**src/rtl/regfile_scoreboard_pkg.sv**
```systemverilog
// Shared defaults and helpers for the register file with pending-write scoreboard.
package regfile_scoreboard_pkg;

    localparam int unsigned DefWidth   = 16;
    localparam int unsigned DefNumRegs = 8;
    localparam bit          DefBypass  = 1'b1;

    // Select width for a given register count; counts are at least 2 so this is >= 1.
    function automatic int unsigned sel_width(input int unsigned num_regs);
        return $clog2(num_regs);
    endfunction

endpackage

```
**src/rtl/dff_en_n.sv**
```systemverilog
// Parametrised register with load enable and synchronous active-low reset.
module dff_en_n #(
    parameter int unsigned WIDTH = 16
) (
    input  logic             i_clk,
    input  logic             i_rst,   // 0 = reset, sampled at posedge
    input  logic             i_en,
    input  logic [WIDTH-1:0] i_d,
    output logic [WIDTH-1:0] o_q
);

    logic [WIDTH-1:0] r_q;

    // Reset dominates; otherwise load when enabled.
    always_ff @(posedge i_clk) begin
        if (!i_rst) begin
            r_q <= '0;
        end else if (i_en) begin
            r_q <= i_d;
        end
    end

    assign o_q = r_q;

endmodule

```
**src/rtl/regfile_scoreboard.sv**
```systemverilog
// Decode-stage register file: two combinational read ports, one write port,
// optional write-to-read bypass and a per-register pending-write (busy) scoreboard.
module regfile_scoreboard
    import regfile_scoreboard_pkg::*;
#(
    parameter int unsigned WIDTH    = DefWidth,
    parameter int unsigned NUM_REGS = DefNumRegs,
    parameter int unsigned SEL_W    = sel_width(NUM_REGS),
    parameter bit          BYPASS   = DefBypass
) (
    input  logic             i_clk,
    input  logic             i_rst,        // synchronous, active-low
    input  logic             i_wr_en,
    input  logic [SEL_W-1:0] i_write_sel,
    input  logic [WIDTH-1:0] i_data_in,
    input  logic [SEL_W-1:0] i_read1_sel,
    input  logic [SEL_W-1:0] i_read2_sel,
    output logic [WIDTH-1:0] o_read1_out,
    output logic [WIDTH-1:0] o_read2_out,
    input  logic             i_rsv_en,
    input  logic [SEL_W-1:0] i_rsv_sel,
    output logic             o_read1_busy,
    output logic             o_read2_busy,
    output logic             o_err
);

    // Register count widened by one bit so the compare never truncates.
    localparam logic [SEL_W:0] NumRegsW = NUM_REGS[SEL_W:0];

    function automatic logic in_range(input logic [SEL_W-1:0] sel);
        return {1'b0, sel} < NumRegsW;
    endfunction

    logic [WIDTH-1:0]    w_regs [NUM_REGS];
    logic [NUM_REGS-1:0] w_wr_hit;
    logic [NUM_REGS-1:0] w_rsv_hit;
    logic [NUM_REGS-1:0] w_busy;
    logic [NUM_REGS-1:0] w_busy_d;

    // Per-register enables by compare; out-of-range selects match no index and are dropped.
    for (genvar g = 0; g < NUM_REGS; g++) begin : g_reg
        assign w_wr_hit[g]  = i_wr_en  && (i_write_sel == SEL_W'(g));
        assign w_rsv_hit[g] = i_rsv_en && (i_rsv_sel   == SEL_W'(g));

        dff_en_n #(
            .WIDTH (WIDTH)
        ) u_reg (
            .i_clk (i_clk),
            .i_rst (i_rst),
            .i_en  (w_wr_hit[g]),
            .i_d   (i_data_in),
            .o_q   (w_regs[g])
        );
    end

    // Writeback clears, issue sets; set is applied last so a newer producer wins.
    always_comb begin
        w_busy_d = (w_busy & ~w_wr_hit) | w_rsv_hit;
    end

    dff_en_n #(
        .WIDTH (NUM_REGS)
    ) u_busy (
        .i_clk (i_clk),
        .i_rst (i_rst),
        .i_en  (1'b1),
        .i_d   (w_busy_d),
        .o_q   (w_busy)
    );

    // Read port 1: guarded array read, bypassed write data masks the busy flag.
    always_comb begin
        o_read1_out  = '0;
        o_read1_busy = 1'b0;
        if (in_range(i_read1_sel)) begin
            if (BYPASS && i_wr_en && (i_write_sel == i_read1_sel)) begin
                o_read1_out = i_data_in;
            end else begin
                o_read1_out  = w_regs[i_read1_sel];
                o_read1_busy = w_busy[i_read1_sel];
            end
        end
    end

    // Read port 2: identical to port 1.
    always_comb begin
        o_read2_out  = '0;
        o_read2_busy = 1'b0;
        if (in_range(i_read2_sel)) begin
            if (BYPASS && i_wr_en && (i_write_sel == i_read2_sel)) begin
                o_read2_out = i_data_in;
            end else begin
                o_read2_out  = w_regs[i_read2_sel];
                o_read2_busy = w_busy[i_read2_sel];
            end
        end
    end

    // Any active select outside the register range this cycle.
    always_comb begin
        o_err = !in_range(i_read1_sel)
             || !in_range(i_read2_sel)
             || (i_wr_en  && !in_range(i_write_sel))
             || (i_rsv_en && !in_range(i_rsv_sel));
    end

endmodule

```
**config.mk**
```make
export PLATFORM = sky130hd
export DESIGN_NAME = regfile_scoreboard
export DESIGN_NICKNAME = d
export VERILOG_FILES = /design/src/rtl/regfile_scoreboard_pkg.sv /design/src/rtl/dff_en_n.sv /design/src/rtl/regfile_scoreboard.sv
export SDC_FILE = /design/constraint.sdc
export NUM_CORES = 1
export LEC_CHECK = 0
export CAP_MARGIN = 0
export CORE_AREA = 2 2 154 156
export CTS_CLUSTER_DIAMETER = 60
export DETAILED_ROUTE_END_ITERATION = 7
export DIE_AREA = 0 0 156 158
export PLACE_DENSITY_LB_ADDON = 0.1
export SYNTH_ARGS = -nofsm -noshare
export SYNTH_HDL_FRONTEND = slang
export SYNTH_SLANG_ARGS = --single-unit
```
**constraint.sdc**
```tcl
create_clock -name i_clk -period 2.4 [get_ports i_clk]
set_clock_uncertainty 0.15 [all_clocks]
set_input_delay 0.24 -clock i_clk [delete_from_list [all_inputs] [get_ports i_clk]]
set_output_delay 0.24 -clock i_clk [all_outputs]
set_load 0.05 [all_outputs]
```
Yosys cells after proc, flatten, opt, wreduce, memory -nomap -nowiden
Index checks and enable logic that the tools add are counted.
{ "totals": {"in_bits": 32, "ramBits": 0, "elab_cells": 68, "output_inout_bits": 35, "reg_bits": 136, "latch_bits": 0, "mem_bits_ro": 0, "n_memories": 0} }
{ "op_classes": {"muxes": 14, "reduce_logical": 20, "bitwise": 5, "shift": 0, "addsub": 0, "magnitude_cmp": 4, "div": 0, "eq_ne": 16, "n_mul": 0} }
{ "ops": {"columns": ["op", "count"], "rows": [
  ["binary-select mux 16 bit (select 3 bit)", 2],
  ["two-way mux 16 bit", 6],
  ["== test 3 bit, second input constant", 8],
  ["logical AND 1 bit", 18],
  ["== test 3 x 2 -> 1 bit, second input constant", 4],
  ["AND 8 bit", 1],
  ["greater-or-equal comparator 4 bit, second input constant", 2],
  ["less-than comparator 3 x 4 -> 1 bit, second input constant", 2],
  ["NOT 3 -> 4 bit", 2],
  ["NOT 8 bit", 1],
  ["bitwise OR 8 bit", 1],
  ["binary-select mux 1 bit (select 3 bit)", 2],
  ["== test 3 x 1 -> 1 bit, second input constant", 2],
  ["== test 3 bit", 2],
  ["logical NOT 3 bit", 2],
  ["two-way mux 1 bit", 4]
]} }

Longest topological paths before layout
Gate-level depths: netlist (run 1).
{ "logic_depth": {"depth_word": 5, "ltp_mapped": 6} }

Cells and area by module
From an unflattened synthesis (run 1), not the netlist that was laid out.
{ "hier_totals": {"hier_cells": 638, "hier_area_um2": 8177.8} }
{ "by_module_without_submodules": {"columns": ["module", "area_each_um2", "seq_area_each_um2", "cells_each", "n_inst"], "rows": [
  ["dff_en_n (g_reg[0].u_reg ...)", 615.6, 320.3, 51, 8],
  ["regfile_scoreboard", 2951.6, 0.0, 205, 1],
  ["dff_en_n (u_busy)", 301.5, 160.2, 25, 1]
]} }

Worst setup path after synthesis (run 1)
Ideal clock, no wire load.
{ "synth_timing": {"path_kind": "input port to output port", "from": "input i_read1_sel[0]", "to": "output o_read1_out[0]", "slack_ns": 0.331, "path_stages": 5, "n_path_buf": 2, "arrival_ns": 1.679, "path_cell_list": "buf_6 > buf_6 > mux4_1 > mux2_2 > mux2_2"} }
{ "synth_between": {"elab_chain_cells": 5, "word_cells_on_any_way": 7} }
{ "synth_lines": {"columns": ["element", "line", "source"], "rows": [
  ["start, declared", "regfile_scoreboard.sv:16", "input logic [SEL_W-1:0] i_read1_sel,"],
  ["NOT 3 -> 4 bit (not written as such)", "regfile_scoreboard.sv:79", "o_read1_out = w_regs[i_read1_sel];"],
  ["binary-select mux 16 bit (select 3 bit)", "regfile_scoreboard.sv:79", null],
  ["two-way mux 16 bit (not written as such) (2 in series)", "regfile_scoreboard.sv:79", null],
  ["two-way mux 16 bit *", "regfile_scoreboard.sv:76", "if (BYPASS && i_wr_en && (i_write_sel == i_read1_sel)) begin"],
  ["end, declared", "regfile_scoreboard.sv:18", "output logic [WIDTH-1:0] o_read1_out,"]
]} }
Every way passes the cells marked *; elsewhere a longest branch is shown, timed or not. The select of a mux whose other input is x is not followed.

Final worst setup path (run 1)
{ "layout_timing": {"from": "register g_reg[1].u_reg.r_q[10]", "to": "output o_read2_out[10]"} }
{ "layout_between": {"elab_chain_cells": 4} }
{ "layout_lines": {"columns": ["element", "line", "source"], "rows": [
  ["start, declared", "dff_en_n.sv:12", "logic [WIDTH-1:0] r_q;"],
  ["start signal, assigned", "dff_en_n.sv:19", "r_q <= i_d;"],
  ["binary-select mux 16 bit (select 3 bit)", "regfile_scoreboard.sv:93", "o_read2_out = w_regs[i_read2_sel];"],
  ["two-way mux 16 bit (not written as such) (2 in series)", "regfile_scoreboard.sv:93", null],
  ["two-way mux 16 bit", "regfile_scoreboard.sv:90", "if (BYPASS && i_wr_en && (i_write_sel == i_read2_sel)) begin"],
  ["end, declared", "regfile_scoreboard.sv:19", "output logic [WIDTH-1:0] o_read2_out,"]
]} }
No other way between the ends. The select of a mux whose other input is x is not followed.

==> results of run 1 <==
==> cell usage in the layout (no fill, tap or decap), drive strengths merged, types with 2 or more instances in the layout <==
cell           count
nand2            257
bufinv             3
nor2b             10
a22oi              3
nor4bb             3
and2               2
nand4b             3
mux4              68
a21boi           129
mux2              66
a32oi              4
clkdlybuf4s50     26
clkbuf            19
clkinv             5
clkinvlp           4
and4b              3
buf              106
xnor2              6
nand4bb            3
dfxtp            136
nand4              4
==> worst min path at each step <==
stage / start / end / slack (ns) / depth (start not counted)
5_1_grt: i_rst / g_reg[5].u_reg.o_q[5] / 0.28 / 3
4_1_cts: i_rst / g_reg[2].u_reg.o_q[12] / 0.26 / 3
3_5_place_dp: g_reg[7].u_reg.o_q[8] / g_reg[7].u_reg.o_q[8] / 0.31 / 2
2_1_floorplan: i_rsv_sel[2] / u_busy.o_q[7] / 0.25 / 2
6_report: i_rst / g_reg[2].u_reg.o_q[12] / 0.22 / 3
3_3_place_gp: g_reg[3].u_reg.o_q[6] / g_reg[3].u_reg.o_q[6] / 0.30 / 2
==> repair_timing <==
| action | 4_1_cts | 5_1_grt |
|---|---|---|
| resized for setup | 4 | 29 |
| pin swaps | 0 | 1 |
| endpoints found under the setup margin | 6 | 21 |
==> metal layers <==
layer / track usage (%) / vias to the layer above
met3: 4.68 / 23
met2: 33.8 / 197
met1: 28.3 / 3141
met5: 0 / -
li1: - / 2916
met4: 5.33 / 0
==> worst reg2reg max path, stage by stage (launching register included) <==
cell and delay, ns:
sky130_fd_sc_hd__dfxtp_1 0.37, sky130_fd_sc_hd__nand2_1 0.06, sky130_fd_sc_hd__a21boi_0 0.19
==> layout make-up <==
class | instances | area (µm²) | area share (%)
timing repair buffer | 132 | 1530 | 15.3
multi-input combinational | 566 | 4800 | 47.9
clock inverter | 12 | 153 | 1.52
sequential | 136 | 2730 | 27.2
clock buffer | 19 | 443 | 4.42
tap | 290 | 363 | 3.62
==> state kept, by name, summed over array words and instances, names as in the netlist <==
signal       flops
g.u_reg.o_q    128
u_busy.o_q       8
==> metrics by stage <==
stage / util (%) / power, mW / setup TNS [ns] / worst slack [ns] / area [µm²]
floorplan: - / 2.92 / 0 / 0.331 / 7970
global placement: 40.8 / 3.28 / 0 / 0.0393 / 9390
detailed placement: 40.8 / 3.29 / 0 / 0.0298 / 9390
CTS: 43.3 / 5.95 / -0.0743 / -0.0388 / 9980
global route: 43.4 / 6.12 / -0.0338 / -0.0177 / 10000
finish: 43.4 / 5.92 / 0 / 0.0403 / 10000
==> cells by family (layout without fill, tap and decap cells) <==
kind of cell | Yosys count | in the layout
AND/OR/NAND/NOR | 289 | 289
other | 1 | 1
flip-flops | 136 | 136
multiplexers | 134 | 134
AO/OA/AOI/OAI | 136 | 136
XOR/XNOR | 6 | 6
buffers and inverters | 85 | 163
==> power groups by stage <==
stage	logic [mW]	clock network [mW]	registers [mW]
after floorplan	0.546	0	2.38
after global placement	0.891	0	2.39
after detailed placement	0.898	0	2.39
after CTS	0.902	2.71	2.34
after global routing	0.960	2.81	2.35
final	0.911	2.67	2.34
==> impl.org, run 1 <==
** GRT
- First-pass GRT wire length :: 37800 µm
- Total overflow reported by the global router :: 0
- Global routing consumed, over all layers together, 20.8% of the routing resources.
- The via count of the first global-routing pass was 6201.
- Entering global routing, the biggest net connects 137 pins.
- The initial antenna violation count was 0.

** Cells and area
- Area grow syn2layout :: 25.6%
- The post-route netlist has 29.8% of its cells at a drive strength greater than 1.
- At the end of the flow, the number of nets in the layout was 885.
- Diodes inserted :: 0
- Filler-free cell count of the finished design :: 1155
- Fillers :: 2173

** Power
- Across the VDD grid, the largest voltage drop is 0.000544 V.
- The share of total power dissipated in the clock network is 45.0%.
- In this run, flip-flops and latches consume 39.6% of the power.
- The internal power of the cells totals 4.39 mW.
- Switching power as a share of total power :: 25.9%
- For this design the total switching power over the nets is 1.53 mW.
- Lkg Pwr :: 3.73 nW
- Pwr Density :: 591 nW/µm²
- Fraction of power consumed by combinational cells :: 15.4%

** Logic synthesis
- In this run, synthesis inferred 0 flip-flops with an integrated enable.
- Counting flops and latches in the post-synthesis netlist gives 136.
- After synthesis, the largest area contributor takes up 34.2% of total cell area.
- The synthesized netlist devotes 12.9% of its cell area to compound gates.
- Most used flip-flop cell after synthesis :: sky130_fd_sc_hd__dfxtp_1
- Yosys printed 0 warnings.
- Sequential elements use 34.2% of the synthesized area.
- After Yosys synthesis, XOR and XNOR cells account for 0.659% of the synthesized area.
- Synthesis produced a netlist whose cell count is 787.
- A synthesized cell averages 10.1 µm².
- Portion of netlist area occupied by mux cells :: 30.7%
- Dominant cell type by area after synthesis :: sky130_fd_sc_hd__dfxtp_1
- Fraction of synthesis flops using an asynchronous set or reset pin :: 0%
- By area, the combinational part of the netlist is dominated by multiplexers.
- After synthesis, the most frequently instantiated cells are 257 x sky130_fd_sc_hd__nand2_1, 136 x sky130_fd_sc_hd__dfxtp_1, 99 x sky130_fd_sc_hd__a21boi_0.
- By instance count, the leading cell after synthesis is sky130_fd_sc_hd__nand2_1.
- Mapped Area :: 7970 µm²
- The number of nets in the synthesized netlist is 819.
- The synthesized netlist devotes 0% of its cell area to adder and majority cells.
- Synth Area in Simple Gates :: 15.6%
- Number of distinct library cells after synthesis :: 29
- Ranking of synthesized cells by area :: sky130_fd_sc_hd__dfxtp_1 34%, sky130_fd_sc_hd__nand2_1 12%, sky130_fd_sc_hd__mux4_1 11%

** Critical path
- The worst register-to-register path begins at g_reg[6].u_reg.o_q[3].
- Following the worst setup path forward leads to its endpoint at o_read2_out[10].
- Cell count of the worst reg-to-reg path :: 2
- The worst setup path is captured at an output port.
- Internal reg-to-reg setup slack :: 1.55 ns
- The critical path runs through a total of 4 cells.
- Worst reg2reg endpoint :: g_reg[6].u_reg.o_q[3]
- Crit path launch :: g_reg[1].u_reg.o_q[10]
- Classification of the worst setup path :: flip-flop to output port
- Along the worst path, the maximum fanout reaches 3.
- Buffering stage count on the worst path with inverters included :: 1
- Among cell families on the critical path, the largest total delay comes from multiplexers.
- Data on the critical path arrives at its endpoint at 1.97 ns.
- STA classifies the critical path startpoint as a flip-flop.
- CP max stage cell :: sky130_fd_sc_hd__mux4_1
- In this design, the stage delay of the slowest critical-path cell is 0.49 ns.
- At the worst endpoint, the required time is 2.01 ns.
- Crit path cell chain :: mux4_1 > mux2_2 > mux2_4 > buf_4

** Route
- The routed design has 25100 µm of wire.
- Met2 wirelength from detailed routing :: 12000 µm
- In the routed design, unresolved DRC markers number 0.
- Routed wire length on met3 :: 1390 µm
- Routed vias/inst :: 5.43
- Number of antenna-violating nets in the routed design :: 0
- Number of DRC markers after the initial detailed-route iteration :: 447
- The detailed router put a total of 11400 µm of wire on met1.
- For this run, the detailed router's first-pass iteration total came to 5.
- The highest metal layer carrying signal wires in the routed design is met4.
- Total via count in the routed design :: 6277
- After detailed routing, the average wire length per cell comes to 21.7 µm.

** Floorplan
- Core area :: 23100 µm²
- Pin placement for this block handled 67 I/O pins.
- From left edge to right edge, the die measures 156 µm.
- Height of the die :: 158 µm
- The initial utilization of the core area, before any placement, comes to 34.6%.
- Floorplan die area :: 24600 µm²
- After floorplanning, the core was divided into 56 placement rows.

** Clock tree
- Count of H-tree levels built during CTS :: 4
- Counting along the longest clock path gives a buffer depth of 2.
- TritonCTS built the clock tree.
- Post-CTS Hold Fix Bufs :: 0
- Post-CTS setup buffer count :: 0
- Clock Latency Late Sink :: 0.42 ns
- TritonCTS created 17 clock buffers.
- CTS Root Buffer Type :: sky130_fd_sc_hd__clkbuf_16
- Clock-pin slew was measured on the worst setup and hold paths at 0.06 ns.
- The tree built by TritonCTS fans out to 136 sinks.

** Placement
- Buffers added on ports :: 65
- HPWL after detailed placement :: 17200 µm
- Number of placed instances with taps included :: 1124
- At the end of routability-driven placement, the weighted congestion stood at 0.786.

** Timing
- Number of slew-limit violations in the final report :: 0
- The number of hold-slack violations in the final timing report came to 0.
- Based on the critical path, the design can be clocked at up to 424 MHz.
- Setup violations, final :: 0
- Unrepaired setup endpoints after global routing :: yes
- Minimum period implied by the final worst setup slack :: 2.36 ns
- Dividing the final minimum period by the clock period gives 98.3%.
- Least-Margin Pin Slew :: 0.522 ns
- Post-Route Hold Slack :: 0.225 ns
- Headroom to the max-slew limit :: 65.2%

** Hold path
- The min-delay analysis places its worst path in the category primary input to flip-flop.

** Status
- The run finished with clean final reports.

** Run
- Number of max-cap violations :: 0
Note: power is estimated with default switching activity, not from simulation.
==> run 2, diff against run 1 <==
--- a/config.mk
+++ b/config.mk
@@ -10,7 +10,7 @@
 export CTS_CLUSTER_DIAMETER = 60
 export DETAILED_ROUTE_END_ITERATION = 7
 export DIE_AREA = 0 0 156 158
-export PLACE_DENSITY_LB_ADDON = 0.1
+export REMOVE_ABC_BUFFERS = 1
 export SYNTH_ARGS = -nofsm -noshare
 export SYNTH_HDL_FRONTEND = slang
 export SYNTH_SLANG_ARGS = --single-unit
==> impl.org, run 2 (synthesis gave the netlist of run 1 again) <==
** Status
- Result of the run :: finished, final reports clean (unchanged)

** Timing
- The max-slew headroom at the worst pin came to 66.3% (was 65.2%).
- Least-Margin Pin Slew :: 0.505 ns (was 0.522 ns)
- The peak clock frequency supported by timing is 423 MHz (was 424 MHz).
- Setup violations, final :: 0 (unchanged)
- The number of slew-limit violations in the final report is 0 (unchanged).
- The final worst-path cycle share was 98.6% (was 98.3%).
- The final critical-path required period came to 2.37 ns (was 2.36 ns).
- Final number of hold-violating endpoints :: 0 (unchanged)

** Cells and area
- The number of nets in the final layout was 864 (was 885).
- The final instance area is 9740 µm² (was 10000 µm²).
- Number of flip-flops under the largest register name :: 128 (unchanged)
- The area growth from synthesis to layout was 22.2% (was 25.6%).
- Filler-free cell count of the finished design :: 1134 (was 1155)
- The count of inserted antenna diode cells was 0 (unchanged).
- Layout cell share with drive strength beyond 1 :: 26.5% (was 29.8%)
- Highest-count cells in the layout ignoring fill and taps: 257 x sky130_fd_sc_hd__nand2_1, 136 x sky130_fd_sc_hd__dfxtp_1, 99 x sky130_fd_sc_hd__a21boi_0, 47 x sky130_fd_sc_hd__mux2_2, 40 x sky130_fd_sc_hd__buf_4 (was 257 x sky130_fd_sc_hd__nand2_1, 132 x sky130_fd_sc_hd__dfxtp_1, 99 x sky130_fd_sc_hd__a21boi_0, 55 x sky130_fd_sc_hd__buf_4, 48 x sky130_fd_sc_hd__mux2_2).
- The commonest non-fill, non-tap cell in the layout is sky130_fd_sc_hd__nand2_1 (unchanged).

** Clock tree
- The quantity of gates resized following cts came to 6 (was 4).
- The CTS tree was built (unchanged).
- Clock net sink count :: 136 (unchanged)
- Clock-pin transition on the worst setup and hold timing paths :: 0.06 ns (about the same)
- Clock Latency Late Sink :: 0.42 ns (about the same)
- The number of setup buffers added after CTS is 0 (unchanged).
- Maximum clock path buffer count :: 2 (unchanged)
- Cts bufs inserted :: 17 (unchanged)
- Post-CTS Hold Fix Bufs :: 0 (unchanged)
- The clock root buffer master is sky130_fd_sc_hd__clkbuf_16 (unchanged).
- Count of H-tree levels built during CTS :: 4 (unchanged)

** Placement
- The count of placed standard cells including taps is 1103 (was 1124).
- Buffers added on ports :: 65 (unchanged)
- The detailed placer's ending HPWL came to 13900 µm (was 17200 µm).
- Routability-driven placement congestion ratio :: 0.770 (was 0.786)
- Standard cell area after detailed placement :: 9140 µm² (was 9390 µm²)

** Critical path
- CP max stage cell :: sky130_fd_sc_hd__mux4_1 (unchanged)
- Internal reg-to-reg setup slack :: 1.58 ns (was 1.55 ns)
- The maximum fanout count along the critical path was 3 (unchanged).
- Cell count of the worst reg-to-reg path :: 2 (unchanged)
- The startpoint kind of the worst setup timing path is a flip-flop (unchanged).
- Element type at the critical path end :: output port (unchanged)
- The highest cell delay on the worst timing path was 0.52 ns (was 0.49 ns).
- Reg-to-reg critical path startpoint :: u_busy.o_q[3] (was g_reg[6].u_reg.o_q[3])
- Endpoint required time on the critical path :: 2.01 ns (about the same)
- Crit path launch :: g_reg[5].u_reg.o_q[11] (was g_reg[1].u_reg.o_q[10])
- The path type of the worst setup path is flip-flop to output port (unchanged).
- Crit path cell chain: mux4_1 > mux2_2 > mux2_4 > buf_6 (was mux4_1 > mux2_2 > mux2_4 > buf_4).
- Worst endpoint data arrival time :: 1.98 ns (was 1.97 ns)

** Power
- The internal cell power was 4.19 mW (was 4.39 mW).
- IR Drop Worst-Case VDD :: 0.000473 V (was 0.000544 V)
- Total net switching power :: 1.46 mW (was 1.53 mW)
- The cell area power density was 580 nW/µm² (was 591 nW/µm²).
- Reg power frac :: 41.4% (was 39.6%)
- Part of the power in the clock network :: 43.5% (was 45.0%)
- Fraction of power consumed by combinational cells :: 15.0% (was 15.4%)
- The switching part of the total is 25.9% (about the same).
- Lkg Pwr :: 3.67 nW (was 3.73 nW)

** GRT
- The maximum number of pins on one net before global-route repair is 137 (unchanged).
- Tot GR Track Use :: 19.0% (was 20.8%)
- The via count of the first global-routing pass was 6030 (was 6201).
- Total overflow reported by the global router :: 0 (unchanged)
- The first-pass GRT wire length was 35200 µm (was 37800 µm).
- The initial antenna violation count came to 0 (unchanged).

** Route
- Number of DRC markers after the initial detailed-route iteration :: 474 (was 447)
- The routed length on met3 came to 775 µm (was 1390 µm).
- Average wire length per cell after detail routing :: 20.2 µm (was 21.7 µm)
- Routed vias/inst :: 5.36 (was 5.43)
- Met2 wirelength from detailed routing :: 11600 µm (was 12000 µm)
- The highest metal layer with signal wires is met4 (unchanged).
- The detailed-route wire length on metal 1 is 10100 µm (was 11400 µm).
- Number of antenna-violating nets in the routed design :: 0 (unchanged)
- The number of iterations in the first detailed-routing pass is 5 (unchanged).
- The DRC violation count after routing was 0 (unchanged).
- The detailed-route wire length came to 22900 µm (was 25100 µm).
- Total via count in the routed design :: 6074 (was 6277)

** Floorplan
- Effective utilization at floorplan :: 34.6% (unchanged)
- Height of the die :: 158 µm (unchanged)
- The overall die area came to 24600 µm² (unchanged).
- The number of standard-cell rows in the floorplan came to 56 (unchanged).
- The die width was 156 µm (unchanged).
- Io pins :: 67 (unchanged)
- The area of the core is 23100 µm² (unchanged).

** Hold path
- Startpoint of the most critical hold path :: i_rst (unchanged)
- Number of instances on the worst hold path :: 3 (unchanged)
- Path category of the worst min-delay check :: primary input to flip-flop (unchanged)

** Run
- Number of max-cap violations :: 0 (unchanged)
## run 2: cell types whose count changed in the layout (fill, tap and decap cells not counted), moves of 3 or more
cell	before	now
sky130_fd_sc_hd__clkinv_2	3	6
sky130_fd_sc_hd__buf_12	36	28
sky130_fd_sc_hd__mux4_1	22	30
sky130_fd_sc_hd__mux4_2	46	38
sky130_fd_sc_hd__dfxtp_2	4	0
sky130_fd_sc_hd__buf_4	55	40
sky130_fd_sc_hd__dfxtp_1	132	136
## run 2: cell type report
cell class,count,area [µm²]
sequential,136,2720
tap,290,363
multi-input combinational,566,4830
clock inverter,9,75.1
timing repair buffer,111,1280
fill,2178,13300
clock buffer,22,474
## run 2: critical path: cells and delay by family (launching register included)
family                 cells  cell delay, ns
muxes                      3            1.07
DFF                        1            0.32
buffers and inverters      1            0.15
## run 2: metal layers
| layer | GRT usage [%] | up-vias |
|---|---|---|
| met4 | 5.85 | 0 |
| met1 | 24.4 | 3026 |
| met5 | 0 | - |
| li1 | - | 2884 |
| met3 | 2.98 | 32 |
| met2 | 33.2 | 132 |
## run 2: path summary, 6_finish.rpt
check	endpoint
worst min register to register	g_reg[3].u_reg.o_q[11]
worst max register to register	u_busy.o_q[3]
worst max-delay path	o_read1_out[11]
worst min-delay path	g_reg[5].u_reg.o_q[3]
## run 2: per-stage QoR
| stage | hold slack (ns) | util, % | TNS, ns | total power [mW] | setup WS [ns] |
|---|---|---|---|---|---|
| after global routing | 0.289 | 42.3 | -0.0175 | 5.83 | -0.00901 |
| after global placement | 0.300 | 39.6 | -3.09 | 3.23 | -0.162 |
| after floorplan | 0.218 | - | 0 | 2.78 | 0.444 |
| final | 0.251 | 42.3 | 0 | 5.65 | 0.0339 |
| after CTS | 0.270 | 42.0 | 0 | 5.68 | 0.00251 |
| after detailed placement | 0.306 | 39.6 | -2.49 | 3.23 | -0.133 |
## run 2: power by group through the flow
stage                     clock [mW]  sequential [mW]  combinational (mW)
after CTS                       2.49             2.34               0.844
after global routing            2.59             2.35               0.900
after global placement             0             2.39               0.839
after detailed placement           0             2.39               0.841
final                           2.46             2.34               0.850
after floorplan                    0             2.38               0.399
==> run 3, diff against run 2 <==
==> constraint.sdc (replaced) <==
create_clock -name i_clk -period 2.3 [get_ports i_clk]
set_clock_uncertainty 0.15 [all_clocks]
set_input_delay 0.23 -clock i_clk [delete_from_list [all_inputs] [get_ports i_clk]]
set_output_delay 0.23 -clock i_clk [all_outputs]
set_load 0.05 [all_outputs]
==> impl.org, run 3 (synthesis gave the netlist of run 1 again) <==
** Route
- The via total after detailed routing was 6215 (was 6074).
- Routed vias/inst :: 5.36 (about the same)
- The number of iterations in the first detailed-routing pass was 5 (unchanged).
- The DRC violation count after routing came to 0 (unchanged).
- The detailed-route wire length was 23400 µm (was 22900 µm).
- Average wire length per cell after detail routing :: 20.1 µm (was 20.2 µm)
- The first-iteration detailed-routing DRC count is 435 (was 474).
- Number of antenna-violating nets in the routed design :: 0 (unchanged)

** Critical path
- Worst endpoint data arrival time :: 1.96 ns (was 1.98 ns)
- The maximum fanout count along the critical path is 3 (unchanged).
- The beginning of the worst register-to-register path is u_busy.o_q[1] (was u_busy.o_q[3]).
- The path type of the worst setup path is flip-flop to output port (unchanged).
- Internal reg-to-reg setup slack :: 1.46 ns (was 1.58 ns)
- Element type at the critical path end :: output port (unchanged)
- CP max stage cell :: sky130_fd_sc_hd__mux4_2 (was sky130_fd_sc_hd__mux4_1)
- Cell count of the worst reg-to-reg path :: 2 (unchanged)
- Worst reg2reg endpoint :: u_busy.o_q[1] (was u_busy.o_q[3])
- The highest cell delay on the worst timing path was 0.47 ns (was 0.52 ns).
- The startpoint kind of the worst setup timing path was a flip-flop (unchanged).
- Crit path cell chain: mux4_2 > mux2_4 > mux2_4 > buf_12 (was mux4_1 > mux2_2 > mux2_4 > buf_6).
- Endpoint required time on the critical path :: 1.92 ns (was 2.01 ns)
- Most used cell along the critical path :: sky130_fd_sc_hd__mux2_4

** Timing
- The minimum hold slack was 0.212 ns (was 0.251 ns).
- Number of slew-limit violations in the final report :: 0 (unchanged)
- Setup repair after global routing could not meet its margin everywhere.
- Headroom to the max-slew limit :: 61.3% (was 66.3%)
- Share of the clock period used by the worst path :: 102%
- After layout, the minimum clock period comes to 2.34 ns.
- Least setup slack across all paths after layout :: -0.0385 ns (was 0.0339 ns)
- For this run, the top clock speed supported by timing is 428 MHz.
- Final number of hold-violating endpoints :: 0 (unchanged)
- The measured slew at the worst slew-check pin came to 0.580 ns (was 0.505 ns).
- The count of final setup violators was 23 (was 0).

** Cells and area
- The commonest non-fill, non-tap cell in the layout was sky130_fd_sc_hd__nand2_1 (unchanged).
- Final design instance area without fill :: 10200 µm² (was 9740 µm²)
- The area growth from synthesis to layout came to 27.5% (was 22.2%).
- The count of filler cells inserted in the layout came to 2147 (was 2178).
- Number of flip-flops under the largest register name :: 128 (unchanged)
- Highest-count cells in the layout ignoring fill and taps :: 257 x sky130_fd_sc_hd__nand2_1, 99 x sky130_fd_sc_hd__a21boi_0, 95 x sky130_fd_sc_hd__dfxtp_1, 67 x sky130_fd_sc_hd__mux4_2, 57 x sky130_fd_sc_hd__buf_4 (was 257 x sky130_fd_sc_hd__nand2_1, 136 x sky130_fd_sc_hd__dfxtp_1, 99 x sky130_fd_sc_hd__a21boi_0, 47 x sky130_fd_sc_hd__mux2_2, 40 x sky130_fd_sc_hd__buf_4)
- Layout cell share with drive strength beyond 1 :: 36.9% (was 26.5%)
- The final core area utilization was 44.1% (was 42.3%).
- The number of nets in the final layout came to 890 (was 864).
- The count of inserted antenna diode cells came to 0 (unchanged).

** Clock tree
- The clock transition time at the flip-flop clock pins of the worst setup and hold paths was 0.06 ns (about the same).
- The count of hold buffers inserted by post-cts repair was 0 (unchanged).
- The total clock buffers created by CTS came to 17 (unchanged).
- The clock latency at the later pin of the worst-skew pair came to 0.43 ns (was 0.42 ns).
- The largest buffer count on any clock path was 2 (unchanged).
- The clock root buffer master is sky130_fd_sc_hd__clkbuf_16 (unchanged).
- TritonCTS clock tree :: built (unchanged)
- The clock sink count was 136 (unchanged).
- The quantity of gates resized following cts was 140 (was 6).
- The maximum level of the CTS H-tree was 4 (unchanged).
- Post-CTS setup buffer count :: 0 (unchanged)

** GRT
- The first-pass GRT wire length is 36100 µm (was 35200 µm).
- The via count of the first global-routing pass is 6255 (was 6030).
- Tot GR Track Use :: 19.6% (was 19.0%)
- The global route total overflow is 0 (unchanged).
- Number of antenna violations at the first check in global routing :: 0 (unchanged)
- Largest net degree at the start of global routing :: 137 (unchanged)

** Hold path
- The class of the tightest hold or removal check was primary input to flip-flop (unchanged).
- The capture endpoint of the worst hold path was g_reg[7].u_reg.o_q[15] (was g_reg[5].u_reg.o_q[3]).
- The worst hold path depth was 3 (unchanged).
- The launch point of the worst hold path is i_rst (unchanged).

** Floorplan
- The overall die area is 24600 µm² (unchanged).
- Number of rows created at floorplan :: 56 (unchanged)
- Core area :: 23100 µm² (unchanged)
- The die width came to 156 µm (unchanged).
- Height of the die :: 158 µm (unchanged)
- Effective utilization at floorplan :: 34.6% (unchanged)
- Io pins :: 67 (unchanged)

** Power
- Internal power contribution :: 4.89 mW (was 4.19 mW)
- The cell area power density is 638 nW/µm² (was 580 nW/µm²).
- Switching power as a share of total power :: 24.5% (was 25.9%)
- IR Drop Worst-Case VDD :: 0.000468 V (was 0.000473 V)
- Lkg Pwr :: 3.76 nW (was 3.67 nW)
- The share of total power in sequential cells is 37.8% (was 41.4%).
- The switching power was 1.59 mW (was 1.46 mW).
- Part of the power in the clock network :: 47.4% (was 43.5%)
- Total Power Consumption :: 6.48 mW (was 5.65 mW)
- The power share of the combinational group was 14.9% (was 15.0%).

** Run
- Number of max-cap violations :: 0 (unchanged)

** Status
- The final reports fail on negative setup slack.
- Result of the run :: complete, but fails checks (was finished, final reports clean)

** Placement
- Minimum setup slack after placement :: -0.0836 ns (was -0.133 ns)
- The count of port buffers added during placement was 65 (unchanged).
- Standard cell area after detailed placement :: 9240 µm² (was 9140 µm²)
- The routability-driven placement congestion ratio was 0.785 (was 0.770).
- HPWL after detailed placement :: 15600 µm (was 13900 µm)
run 3: cell types whose count changed in the layout (fill, tap and decap cells not counted), sizes merged:
cell,delta
buf,+26
bufinv,+5
clkbuf,-4
clkinv,-1
run 3: worst max-delay path: cells and delay by family, from the launching register on:
family / cells / cell delay, ns
mux: 3 / 1.05
flops: 1 / 0.33
buf+inv: 1 / 0.15
run 3: layer usage:
| layer | GRT usage, % | wire length (µm) | part of all wire, % | up-vias |
|---|---|---|---|---|
| met5 | 0 | 0 | 0 | - |
| met4 | 7.78 | 520 | 2.2 | 0 |
| met3 | 2.46 | 793 | 3.4 | 31 |
| met2 | 33.8 | 11600 | 50 | 147 |
| met1 | 25.1 | 10400 | 45 | 3130 |
| li1 | - | - | - | 2907 |
run 3: how the worst max path moves through the flow:
stage / startpoint / endpoint
after floorplan: i_wr_en / g_reg[1].u_reg.o_q[0]
after global placement: i_read2_sel[2] / o_read2_out[9]
after detailed placement: i_read2_sel[2] / o_read2_out[9]
after CTS: g_reg[3].u_reg.o_q[8] / o_read2_out[8]
after global routing: g_reg[3].u_reg.o_q[1] / o_read2_out[1]
final: g_reg[3].u_reg.o_q[8] / o_read2_out[8]
run 3: cell type report:
cell class                 instances  area (µm²)  share of cell area (%)
clock buffer                      18         429                    4.22
clock inverter                    13         228                    2.24
multi-input combinational        566        4850                    47.7
sequential                       136        2770                    27.3
tap                              290         363                    3.57
timing repair buffer             137        1530                    15.0
run 3: per-stage QoR:
| step | cells | setup TNS, ns |
|---|---|---|
| 2_1_floorplan | 702 | 0 |
| 3_5_place_dp | 1129 | -1.65 |
| 3_3_place_gp | 1129 | -2.33 |
| 4_1_cts | 1160 | -0.885 |
| 6_report | 1160 | -0.306 |
| 5_1_grt | 1160 | -1.40 |
run 3: power by group through the flow:
stage          logic [mW]  registers (mW)  clock network [mW]
4_1_cts             0.963            2.45                3.12
5_1_grt              1.02            2.45                3.21
6_report            0.964            2.45                3.07
2_1_floorplan       0.416            2.48                   0
3_5_place_dp        0.893            2.49                   0
3_3_place_gp        0.891            2.49                   0
